[src/rtl/i2c_target_regs.sv]
// I2C target with a 7-bit device address that bridges bus transfers onto a byte-wide
// register port through an auto-incrementing 8-bit pointer. It never stretches SCL.
module i2c_target_regs #(
  parameter logic [6:0] DEV_ADDR   = 7'h50,
  parameter int         FILTER_LEN = 3
) (
  input  logic       clk,
  input  logic       rst_n,
  input  logic       scl_i,
  input  logic       sda_i,
  output logic       sda_oe,
  output logic [7:0] reg_addr,
  output logic [7:0] reg_wdata,
  output logic       reg_wr,
  output logic       reg_rd,
  input  logic [7:0] reg_rdata,
  output logic       busy
);

  localparam int FCW = (FILTER_LEN < 2) ? 1 : $clog2(FILTER_LEN);

  typedef enum logic [3:0] {
    IDLE, DEVADR, DEVACK, REGADR, REGACK, WRDAT, WRACK, RDDAT, RDACK, IGNORE
  } state_t;

  state_t state, state_next;

  logic [1:0]          scl_sync, sda_sync;
  logic [1:0]          raw, filt;
  logic [1:0][FCW-1:0] fcnt;
  logic                scl_f, sda_f, scl_q, sda_q;
  logic                scl_rise, scl_fall, start, stop;

  logic [6:0] shift;
  logic [7:0] rx_byte;
  logic [2:0] bit_cnt;
  logic       last_bit;
  logic [7:0] tx;
  logic [7:0] ptr;
  logic       rw;
  logic       rd_d;

  logic addr_hit, ptr_load, wr_req, rd_req, ptr_inc;

  // Two-flop synchronisers; the bus idles high, so they reset to 1.
  always_ff @(posedge clk or negedge rst_n) begin
    if (!rst_n) begin
      scl_sync <= 2'b11;
      sda_sync <= 2'b11;
    end else begin
      scl_sync <= {scl_sync[0], scl_i};
      sda_sync <= {sda_sync[0], sda_i};
    end
  end

  assign raw = {scl_sync[1], sda_sync[1]};

  // A filtered line only follows the synchronised one after FILTER_LEN differing samples in a row.
  always_ff @(posedge clk or negedge rst_n) begin
    if (!rst_n) begin
      filt <= 2'b11;
      fcnt <= '0;
    end else begin
      for (int i = 0; i < 2; i++) begin
        if (raw[i] == filt[i]) begin
          fcnt[i] <= '0;
        end else if (fcnt[i] == FCW'(FILTER_LEN - 1)) begin
          filt[i] <= raw[i];
          fcnt[i] <= '0;
        end else begin
          fcnt[i] <= fcnt[i] + 1'b1;
        end
      end
    end
  end

  assign scl_f    = filt[1];
  assign sda_f    = filt[0];
  assign scl_rise = scl_f & ~scl_q;
  assign scl_fall = ~scl_f & scl_q;
  assign start    = scl_f & scl_q & sda_q & ~sda_f;
  assign stop     = scl_f & scl_q & ~sda_q & sda_f;
  assign rx_byte  = {shift, sda_f};
  assign last_bit = (bit_cnt == 3'd7);

  always_ff @(posedge clk or negedge rst_n) begin
    if (!rst_n) state <= IDLE;
    else        state <= state_next;
  end

  // START/STOP are tested before any SCL edge so they always win.
  always_comb begin
    state_next = state;
    addr_hit   = 1'b0;
    ptr_load   = 1'b0;
    wr_req     = 1'b0;
    rd_req     = 1'b0;
    ptr_inc    = 1'b0;
    if (start) begin
      state_next = DEVADR;
    end else if (stop) begin
      state_next = IDLE;
    end else if (scl_rise) begin
      case (state)
        DEVADR: if (last_bit) begin
          if (rx_byte[7:1] == DEV_ADDR) begin
            state_next = DEVACK;
            addr_hit   = 1'b1;
          end else begin
            state_next = IGNORE;
          end
        end
        DEVACK: begin
          if (rw) begin
            state_next = RDDAT;
            rd_req     = 1'b1;
          end else begin
            state_next = REGADR;
          end
        end
        REGADR: if (last_bit) begin
          state_next = REGACK;
          ptr_load   = 1'b1;
        end
        REGACK: state_next = WRDAT;
        WRDAT: if (last_bit) begin
          state_next = WRACK;
          wr_req     = 1'b1;
          ptr_inc    = 1'b1;
        end
        WRACK: state_next = WRDAT;
        RDDAT: if (last_bit) state_next = RDACK;
        RDACK: begin
          ptr_inc = 1'b1;
          if (!sda_f) begin
            state_next = RDDAT;
            rd_req     = 1'b1;
          end else begin
            state_next = IGNORE;
          end
        end
        default: ;
      endcase
    end
  end

  // On a read ACK the request already targets the incremented pointer.
  always_ff @(posedge clk or negedge rst_n) begin
    if (!rst_n) begin
      scl_q     <= 1'b1;
      sda_q     <= 1'b1;
      shift     <= '0;
      bit_cnt   <= '0;
      tx        <= '0;
      ptr       <= '0;
      rw        <= 1'b0;
      rd_d      <= 1'b0;
      busy      <= 1'b0;
      sda_oe    <= 1'b0;
      reg_wr    <= 1'b0;
      reg_rd    <= 1'b0;
      reg_addr  <= '0;
      reg_wdata <= '0;
    end else begin
      scl_q  <= scl_f;
      sda_q  <= sda_f;
      reg_wr <= 1'b0;
      reg_rd <= 1'b0;
      rd_d   <= reg_rd;

      if (start || stop) begin
        bit_cnt <= '0;
      end else if (scl_rise) begin
        shift <= rx_byte[6:0];
        if (state inside {DEVADR, REGADR, WRDAT, RDDAT}) bit_cnt <= bit_cnt + 3'd1;
      end

      if (addr_hit) begin
        busy <= 1'b1;
        rw   <= rx_byte[0];
      end
      if (stop) busy <= 1'b0;

      if (ptr_load)     ptr <= rx_byte;
      else if (ptr_inc) ptr <= ptr + 8'd1;

      if (wr_req) begin
        reg_wr    <= 1'b1;
        reg_addr  <= ptr;
        reg_wdata <= rx_byte;
      end
      if (rd_req) begin
        reg_rd   <= 1'b1;
        reg_addr <= (state == RDACK) ? ptr + 8'd1 : ptr;
      end

      // The responder's data is sampled on the cycle after the read strobe.
      if (rd_d) begin
        tx <= reg_rdata;
      end else if (scl_fall && state == RDDAT) begin
        tx <= {tx[6:0], 1'b0};
      end

      if (start || state_next == IDLE || state_next == IGNORE) begin
        sda_oe <= 1'b0;
      end else if (scl_fall) begin
        case (state)
          DEVACK, REGACK, WRACK: sda_oe <= 1'b1;
          RDDAT:                 sda_oe <= ~tx[7];
          default:               sda_oe <= 1'b0;
        endcase
      end
    end
  end

endmodule

[config.mk]
export PLATFORM = sky130hd
export DESIGN_NAME = i2c_target_regs
export DESIGN_NICKNAME = d
export VERILOG_FILES = /design/src/rtl/i2c_target_regs.sv
export SDC_FILE = /design/constraint.sdc
export NUM_CORES = 1
export LEC_CHECK = 0
export BUFFER_PORTS_ARGS = -buffer_cell sky130_fd_sc_hd__buf_2
export CAP_MARGIN = 20
export CORE_MARGIN = 2
export CORE_UTILIZATION = 43
export DETAILED_ROUTE_END_ITERATION = 10
export REMOVE_ABC_BUFFERS = 1
export SLEW_MARGIN = 15
export SYNTH_ARGS = -nofsm -noshare
export SYNTH_HDL_FRONTEND = slang
export SYNTH_SLANG_ARGS = --single-unit
[constraint.sdc]
create_clock -name clk -period 2.49 [get_ports clk]
set_clock_uncertainty 0.1 [all_clocks]
set_input_delay 0.6225 -clock clk [delete_from_list [all_inputs] [get_ports clk]]
set_output_delay 0.6225 -clock clk [all_outputs]
set_load 0.02 [all_outputs]
==> results_dict.tcl, run 1 <==
set metrics [dict create \
    cts_buffers 9 \
    synth_top_flop_cell "dfrtp_1" \
    met2_usage_pct 25.9 \
    drive_gt1_share_pct 26.5 \
    setup_ws_ns 0.246 \
    clock_path_buffers 2 \
    place_ws_ns 0.266 \
    dieWidth_um 89.1 \
    worst_pin_slew_ns 0.667 \
    post-route-min-period_ns 2.24 \
    worstPathArrival_ns 2.37 \
    setup_viol 0 \
    antenna_cells 0 \
    final_nets 350 \
    ir_drop_mv 0.314 \
    hpwlAfterDp_um 4260 \
    start_util_pct 43.6 \
    crit_family "simple AND/OR/NAND/NOR gates" \
    final_area_um2 3610 \
    die_h_um 89.1 \
    num_io_pins 32 \
    synth_cell_types 51 \
    cp.required_ns 2.62 \
    grt_max_degree 65 \
    slew_violations 0 \
    port_buffers 31 \
    numClockSinks 64 \
    antenna_found_initial 0 \
    ant_nets 0 \
    cap_viol_max_count 0 \
    maxSlewHeadroom_pct 55.2 \
    root_buffer "clkbuf_8" \
    drc 0 \
    drt_iter0_drc 92 \
    finalCritPeriodShare_pct 90.1 \
    num_rows 31 \
    drtPass1Iterations 4 \
    routed_wl_um 6240 \
    postCtsSetupRepairBufs 0 \
    avgSynthCellArea_um2 10.4 \
    grt_pass1_wl_um 10500 \
    dieArea_um2 7930 \
    synth_top_area_share_pct 45.1 \
    seq_area_frac_synth_pct 51.8 \
    synth_cells 300 \
    grtUsageTotal_pct 17.3 \
    nFillCells 709 \
    p_per_area_nw_per_um2 768 \
    ys_ff_latch 64 \
    cp_max_fo 5 \
    coreArea_um2 7140 \
    max_freq_ghz 0.446 \
    hold_path.class "input port to asynchronous set/reset pin" \
    gr-max-usage-layer "met2" \
    hold_viol 0 \
    slowest_delay_ns 0.62 \
    synthesis.area_um2 3110 \
    grt.met1_usage_pct 25.0 \
    leakagePower_uw 0.00163 \
    whs_ns 0.186 \
    outcome "complete, no violations" \
    crit_chain "or4b_1, o21ba_4, nor3_1, nor3_2, xor2_1, o31a_1" \
    async_flop_share_pct 100 \
    ff_latch_area_um2 1610 \
    via_per_inst 5.13 \
    tns_ns 0 \
    path_buf_inv 0 \
    yosysWarnings 0 \
    synth_edf_count 0 \
    mostFrequentLayoutCell "dfrtp_1" \
    vias 2254 \
    multi_input_area_um2 1390 \
    area_growth_pct 16.0 \
    startpoint_type "flop" \
    criticalPathCategory "flop to flop" \
    insertion_delay_ns 0.34 \
    wl_per_cell_um 14.2 \
    dpl-instance-area_um2 3400 \
    globalplace.congestion 0.847 \
    yosysTopAreaCell "dfrtp_1" \
    end_kind "flop" \
    synth_area_leaders "dfrtp_1, dfstp_2, nand2_1" \
    grt.overflow.total 0 \
    met3_usage_pct 4.71 \
    cpMaxStageDelayCell "or4b_1" \
    htree_levels 3 \
    grt_pass1_vias 2078 \
    layout_common_cells "dfrtp_1, nand2_1, buf_2, o21ai_0, nor2_1" \
    cts_tree "yes" \
    rsz0062_at_grt "false" \
    clk_pin_slew_worst_paths_ns 0.07 \
]
==> path summary, 6_finish.rpt <==
kind / depth (start not counted) / to / startpoint / slack, ns
setup reg to reg: 6 / sda_oe / shift[2] / 0.25
setup / recovery: 6 / sda_oe / shift[2] / 0.25
min in group clk: 0 / scl_sync[1] / scl_sync[0] / 0.26
hold reg to reg: 0 / scl_sync[1] / scl_sync[0] / 0.26
max in group asynchronous: 2 / sda_sync[1] / rst_n / 1.79
hold / removal: 2 / ptr[3] / rst_n / 0.19
==> cells in the mapped netlist (2+ instances only) <==
library cell / number
nor2b_1: 7
a21oi_1: 10
a31oi_1: 3
xor2_1: 8
dfrtp_1: 56
a221o_1: 6
xnor2_1: 5
nor3_1: 6
and3_1: 5
buf_2: 7
inv_1: 6
mux2_2: 12
o21ai_0: 25
a22oi_1: 3
o31ai_1: 2
nand2_1: 44
buf_4: 2
nor2_1: 21
nand3_1: 4
nor3_2: 2
dfstp_2: 8
nand2b_1: 5
clkbuf_1: 8
nor3b_1: 8
ha_1: 3
mux2i_1: 9
==> timing repair <==
item | 4_1_cts | 5_1_grt
endpoints found under the setup margin | 0 | 1
resized for setup | 0 | 1
hold buffers | 0 | 0
==> stage by stage <==
step	utilization, %	std cells	power [µW]
2_1_floorplan	-	281	1650
3_3_place_gp	47.6	423	1860
3_5_place_dp	47.6	423	1870
4_1_cts	50.5	439	2800
5_1_grt	50.6	439	2950
6_report	50.6	439	2770
==> final cells by class <==
class                           count  share of cell area [%]
Multi-Input combinational cell    211                    38.5
Tap cell                           99                    3.43
Sequential cell                    64                    44.7
Clock inverter                      6                    1.87
Inverter                            6                   0.624
Clock buffer                       10                    3.81
Timing Repair Buffer               43                    7.14
==> worst register-to-register path, stage by stage, from the launching register on <==
cell     delay [ns]
dfrtp_1        0.45
or4b_1         0.62
o21ba_4        0.26
nor3_1         0.23
nor3_2         0.09
xor2_1         0.14
o31a_1         0.23
==> power by group <==
group	switching (µW)	internal [µW]	leakage, µW
Combinational	287	223	0.000720
Sequential	162	1180	0.000814
Clock	422	493	0.0000989
Total	870	1900	0.00163
==> routing by layer <==
layer,vias to the layer above,share of wire (%)
li1,1113,-
met3,5,3.4
met4,0,0.75
met2,42,46
met5,-,0
met1,1094,49
==> flip-flops by register name, summed over array words and instances, names as in the netlist, 2 cells and up <==
signal,flops
bit_cnt,3
fcnt,4
filt,2
ptr,8
reg_addr,8
reg_wdata,8
scl_sync,2
sda_sync,2
shift,7
state,4
tx,8
==> cell families after synthesis <==
logic type | count (synthesis) | share of synthesized area (%)
buf+inv | 25 | 3.78
flops | 64 | 51.8
mux | 21 | 7.24
fa+ha+maj | 3 | 1.21
simple gates | 114 | 19.2
xor+xnor | 13 | 3.66
compound gates | 60 | 13.1
(Power assumes the default switching activity.)
==> run 2: changes to the inputs <==
--- a/config.mk
+++ b/config.mk
@@ -5,12 +5,13 @@
 export SDC_FILE = /design/constraint.sdc
 export NUM_CORES = 1
 export LEC_CHECK = 0
-export BUFFER_PORTS_ARGS = -buffer_cell sky130_fd_sc_hd__buf_2
+export BUFFER_PORTS_ARGS = -buffer_cell sky130_fd_sc_hd__buf_4
 export CAP_MARGIN = 20
 export CORE_MARGIN = 2
 export CORE_UTILIZATION = 43
 export DETAILED_ROUTE_END_ITERATION = 10
 export REMOVE_ABC_BUFFERS = 1
+export SETUP_SLACK_MARGIN = 0.4
 export SLEW_MARGIN = 15
 export SYNTH_ARGS = -nofsm -noshare
 export SYNTH_HDL_FRONTEND = slang
==> results_dict.tcl, run 2 (synthesis gave the netlist of run 1 again) <==
set metrics [dict create \
    outcome "complete, no violations" \
    antenna_found_initial 0 \
    post-route-min-period_ns 2.09 \
    r2r_slack_ns 0.40 \
    slew_violations 0 \
    routed_wl_um 6350 \
    cpMaxStageDelayCell "or4b_4" \
    ant_nets 0 \
    top_layer "met4" \
    cp_max_fo 3 \
    num_rows 31 \
    drive_gt1_share_pct 33.2 \
    met3_length_um 228 \
    vias 2325 \
    nFillCells 650 \
    rsz0062_at_grt "true" \
    hold_path.class "input port to asynchronous set/reset pin" \
    crit_path_start "shift[1]" \
    root_buffer "clkbuf_8" \
    met1Wirelength_um 3030 \
    dieWidth_um 89.1 \
    worstPathArrival_ns 2.22 \
    whs_ns 0.252 \
    grt.overflow.total 0 \
    layout_common_cells "buf_4, dfrtp_1, nand2_1, nor2_1, o21ai_0" \
    cts_tree "yes" \
    via_per_inst 5.16 \
    final_nets 362 \
    numClockSinks 64 \
    cts_buffers 9 \
    port_buffers 31 \
    setup_viol 0 \
    tns_ns 0 \
    die_h_um 89.1 \
    maxSlewHeadroom_pct 47.1 \
    endpoint "sda_oe" \
    r2r_end "sda_oe" \
    crit_chain "or4b_4, o21ba_4, nor3_2, nor3_2, xor2_1, o31a_1" \
    start_util_pct 43.6 \
    rr_startpoint "shift[1]" \
    coreArea_um2 7140 \
    cap_viol_max_count 0 \
    clock_path_buffers 2 \
    finalCritPeriodShare_pct 84.0 \
    hold_viol 0 \
    grtUsageTotal_pct 17.4 \
    ff2ff_path_depth 6 \
    drtPass1Iterations 4 \
    end_kind "flop" \
    p_per_area_nw_per_um2 769 \
    grt_pass1_wl_um 10400 \
    globalplace.congestion 0.868 \
    startpoint_type "flop" \
    cp.required_ns 2.61 \
    grt_pass1_vias 2147 \
    cpMostUsedCell "nor3_2" \
    clk_pin_slew_worst_paths_ns 0.08 \
    met2_length_um 3020 \
    grt_max_degree 65 \
    ir_drop_mv 0.467 \
    drc 0 \
    wl_per_cell_um 14.1 \
    final_area_um2 3860 \
    hpwlAfterDp_um 4250 \
    leakagePower_uw 0.00171 \
    antenna_cells 0 \
    finalPower_uw 2970 \
    dpl-instance-area_um2 3460 \
    drt_iter0_drc 95 \
    max_freq_ghz 0.478 \
    slowest_delay_ns 0.57 \
    worst_pin_slew_ns 0.794 \
    dieArea_um2 7930 \
    criticalPathCategory "flop to flop" \
    htree_levels 3 \
    area_growth_pct 24.0 \
    num_io_pins 32 \
    insertion_delay_ns 0.34 \
    utilization_pct 54.0 \
    mostFrequentLayoutCell "buf_4" \
]
==> run 2: cell count changes in the layout (fill, tap and decap cells not counted), moves of 3 or more <==
cell,previous run,this run
o21ai_1,0,5
o21ai_0,25,18
buf_2,31,0
nor3b_1,8,5
dfrtp_2,0,3
buf_4,11,55
dfrtp_1,56,53
nor3b_2,0,3
==> run 2: area by class of cell <==
cell class / instances / area, µm² / area share (%)
Clock buffer: 9 / 124 / 3.21
Clock inverter: 7 / 103 / 2.66
Inverter: 6 / 22.5 / 0.584
Multi-Input combinational cell: 211 / 1460 / 37.8
Sequential cell: 64 / 1620 / 41.9
Tap cell: 99 / 124 / 3.21
Timing Repair Buffer: 55 / 413 / 10.7
==> run 2: worst max-delay path: cells and delay by family (launching register included) <==
family / cells / cell delay (ns)
AOI/OAI and AO/OA: 2 / 0.49
and+or+nand+nor: 3 / 0.85
DFF: 1 / 0.39
xor gates and xnor gates: 1 / 0.14
==> run 2: where the power goes <==
| part | internal [µW] | switching (µW) |
|---|---|---|
| Combinational | 298 | 331 |
| Clock | 575 | 434 |
| Sequential | 1190 | 143 |
| Total | 2060 | 909 |
==> run 2: how the worst min path moves through the flow <==
stage / slack [ns] / end
after CTS: 0.26 / scl_sync[1]
after detailed placement: 0.25 / scl_sync[1]
final: 0.25 / ptr[4]
after floorplan: 0.23 / bit_cnt[0]
after global routing: 0.25 / sda_sync[0]
after global placement: 0.25 / sda_sync[1]
==> run 2: through the flow <==
stage | worst slack, ns | instances
3_5_place_dp | 0.268 | 423
4_1_cts | 0.401 | 447
5_1_grt | 0.315 | 451
2_1_floorplan | -0.442 | 281
6_report | 0.398 | 451
3_3_place_gp | 0.297 | 423
==> run 2: metal layers <==
| metal | track usage (%) | vias to the layer above |
|---|---|---|
| met5 | 0 | - |
| met4 | 5.43 | 0 |
| met3 | 5.72 | 6 |
| met2 | 26.8 | 42 |
| met1 | 23.5 | 1135 |
| li1 | - | 1142 |
==> run 2: timing repair <==
action / in CTS / in global routing
pin swaps: 1 / 3
endpoints found under the setup margin: 20 / 24
hold buffers: 0 / 0
gates resized for setup: 9 / 17
buffers inserted: 8 / 4
==> run 3: changes to the inputs <==
--- a/config.mk
+++ b/config.mk
@@ -5,6 +5,7 @@
 export SDC_FILE = /design/constraint.sdc
 export NUM_CORES = 1
 export LEC_CHECK = 0
+export ABC_AREA = 1
 export BUFFER_PORTS_ARGS = -buffer_cell sky130_fd_sc_hd__buf_4
 export CAP_MARGIN = 20
 export CORE_MARGIN = 2
==> constraint.sdc (replaced) <==
create_clock -name clk -period 1.7 [get_ports clk]
set_clock_uncertainty 0.1 [all_clocks]
set_input_delay 0.425 -clock clk [delete_from_list [all_inputs] [get_ports clk]]
set_output_delay 0.425 -clock clk [all_outputs]
set_load 0.02 [all_outputs]
==> results_dict.tcl, run 3 <==
set metrics [dict create \
    async_flop_share_pct 100 \
    violations "setup timing" \
    p_int_uw 4160 \
    finalCritPeriodShare_pct 105 \
    dieWidth_um 87.3 \
    synth_top_flop_cell "dfrtp_1" \
    synth_top_area_share_pct 47.0 \
    cpMaxStageDelayCell "dfrtp_1" \
    synth_cells 344 \
    drtPass1Iterations 4 \
    htree_levels 3 \
    layout_common_cells "nand2_1, buf_4, dfrtp_1, buf_6, inv_1" \
    root_buffer "clkbuf_8" \
    cap_viol_max_count 0 \
    p_switching_uw 2730 \
    crit_path_start "bit_cnt[1]" \
    antenna_cells 0 \
    port_buffers 31 \
    synth_commonest_cells "nand2_1, dfrtp_1, inv_1" \
    clock_path_buffers 2 \
    cp_max_fo 5 \
    criticalPathCategory "flop to flop" \
    final_area_um2 4750 \
    rsz0062_at_grt "true" \
    yosysTopAreaCell "dfrtp_1" \
    slew_violations 0 \
    ys_ff_latch 64 \
    mostFrequentLayoutCell "nand2_1" \
    p_seq_share_pct 34.1 \
    cp.required_ns 1.83 \
    synth_edf_count 0 \
    drc 0 \
    hpwlAfterDp_um 4770 \
    utilization_pct 70.3 \
    drt_iter0_drc 80 \
    synthesis.area_um2 2980 \
    globalplace.congestion 0.859 \
    post-route-min-period_ns 1.79 \
    layout.cells.non_filler 544 \
    num_io_pins 32 \
    avgSynthCellArea_um2 8.67 \
    setup_ws_ns -0.0906 \
    dieArea_um2 7620 \
    grtUsageTotal_pct 20.5 \
    setup_viol 14 \
    hold_path.class "input port to flop" \
    coreArea_um2 6760 \
    start_util_pct 44.1 \
    dpl-instance-area_um2 3590 \
    synth_cell_types 31 \
    via_per_inst 5.17 \
    ant_nets 0 \
    num_rows 30 \
    wl_per_cell_um 14.4 \
    cts_buffers 9 \
    min_from "sda_i" \
    ir_drop_mv 0.934 \
    die_h_um 87.3 \
    maxSlewHeadroom_pct 72.8 \
    crit_chain "ha_2, ha_4, buf_6, nand4_4, buf_4, nand3_2, nor2_1, nand2_1, nand2_2, nand2_1, inv_1, a21oi_1" \
    grt_pass1_vias 2626 \
    numClockSinks 64 \
    cts_tree "yes" \
    synthMostInstantiatedCell "nand2_1" \
    final_nets 474 \
    pwr-share-clk_pct 16.6 \
    startpoint_type "flop" \
    yosysWarnings 0 \
    clk_pin_slew_worst_paths_ns 0.07 \
    rr_startpoint "bit_cnt[1]" \
    max_freq_ghz 0.558 \
    worst_pin_slew_ns 0.408 \
    synth_area_leaders "dfrtp_1, nand2_1, dfstp_2" \
    outcome "complete, but fails checks" \
    whs_ns 0.0790 \
    drive_gt1_share_pct 52.8 \
    cpMostUsedCell "nand2_1" \
    grt_pass1_wl_um 12100 \
    routed_wl_um 7840 \
    worstPathArrival_ns 1.92 \
    tns_ns -0.643 \
    leakagePower_uw 0.00228 \
    p_per_area_nw_per_um2 1450 \
    antenna_found_initial 0 \
    hold_viol 0 \
    pwr-share-comb_pct 49.3 \
    vias 2815 \
    slowest_delay_ns 0.38 \
    area_growth_pct 59.2 \
    end_kind "flop" \
    grt_max_degree 40 \
    seq_area_frac_synth_pct 54.0 \
    insertion_delay_ns 0.35 \
    grt.overflow.total 0 \
    swShare_pct 39.7 \
    nFillCells 502 \
    dp.cells 489 \
]
-- run 3: changes by cell type after synthesis, moves of 8 or more --
cell,change
inv_2,+8
mux2i_1,-9
inv_1,+34
nor3b_1,-8
mux2_2,-12
nand2_1,+49
-- run 3: worst paths after layout --
kind	endpoint	slack [ns]	cells after the start
worst max register to register	sda_oe	-0.09	12
min in group asynchronous	reg_wdata[1]	0.42	2
worst min-delay path	sda_sync[0]	0.08	1
worst min register to register	scl_sync[1]	0.26	0
max in group asynchronous	reg_wdata[7]	0.58	3
worst max-delay path	sda_oe	-0.09	12
-- run 3: per-layer routing --
metal  up-vias  share of wire, %  GRT usage, %
met4         0               2.3          8.25
li1       1350                 -             -
met3        19               3.9          5.21
met2        65                49          31.9
met1      1381                45          27.3
met5         -                 0             0
-- run 3: cells by family after synthesis --
group | share of synthesized area [%]
AND/OR/NAND/NOR | 22.9
AO/OA/AOI/OAI | 12.1
flip-flops | 54.0
buffers and inverters | 6.80
XOR/XNOR | 2.89
adder cells (fa/ha/maj) | 1.26
-- run 3: per-stage QoR --
stage / setup WS (ns) / power [µW]
2_1_floorplan: -0.0701 / 3520
3_3_place_gp: -0.0514 / 4450
3_5_place_dp: -0.0959 / 4470
4_1_cts: 0.0228 / 6100
5_1_grt: -0.186 / 7350
6_report: -0.0906 / 6900
-- run 3: what timing repair did --
action	in CTS	in global routing
endpoints found under the setup margin	68	71
pin swaps	17	27
cloned	0	2
gates resized for setup	71	124
buffers inserted	15	21
endpoints found under the hold margin	17	0
hold buffers	1	0
-- run 3: area by class of cell --
cell class / count / area, µm² / area share, %
clock buffer: 10 / 138 / 2.90
clock inverter: 6 / 35.0 / 0.738
inverter: 48 / 213 / 4.48
multi-input combinational: 228 / 1590 / 33.5
sequential: 64 / 1610 / 34.0
tap: 80 / 100 / 2.11
timing repair buffer: 108 / 1060 / 22.3
-- run 3: power groups by stage --
stage                     clock network [µW]  registers [µW]  logic [µW]
after detailed placement                   0            2270        2200
after CTS                               1180            2300        2620
after global routing                    1240            2400        3710
final                                   1150            2350        3400
after floorplan                            0            2300        1220
after global placement                     0            2260        2180
-- run 3: worst max-delay path, delay by kind of cell (launching register included) --
kind	cells	cell delay, ns
AOI/OAI and AO/OA	1	0.06
DFF	1	0.38
buffers and inverters	3	0.30
adders and majority gates	2	0.39
and+or+nand+nor	6	0.44
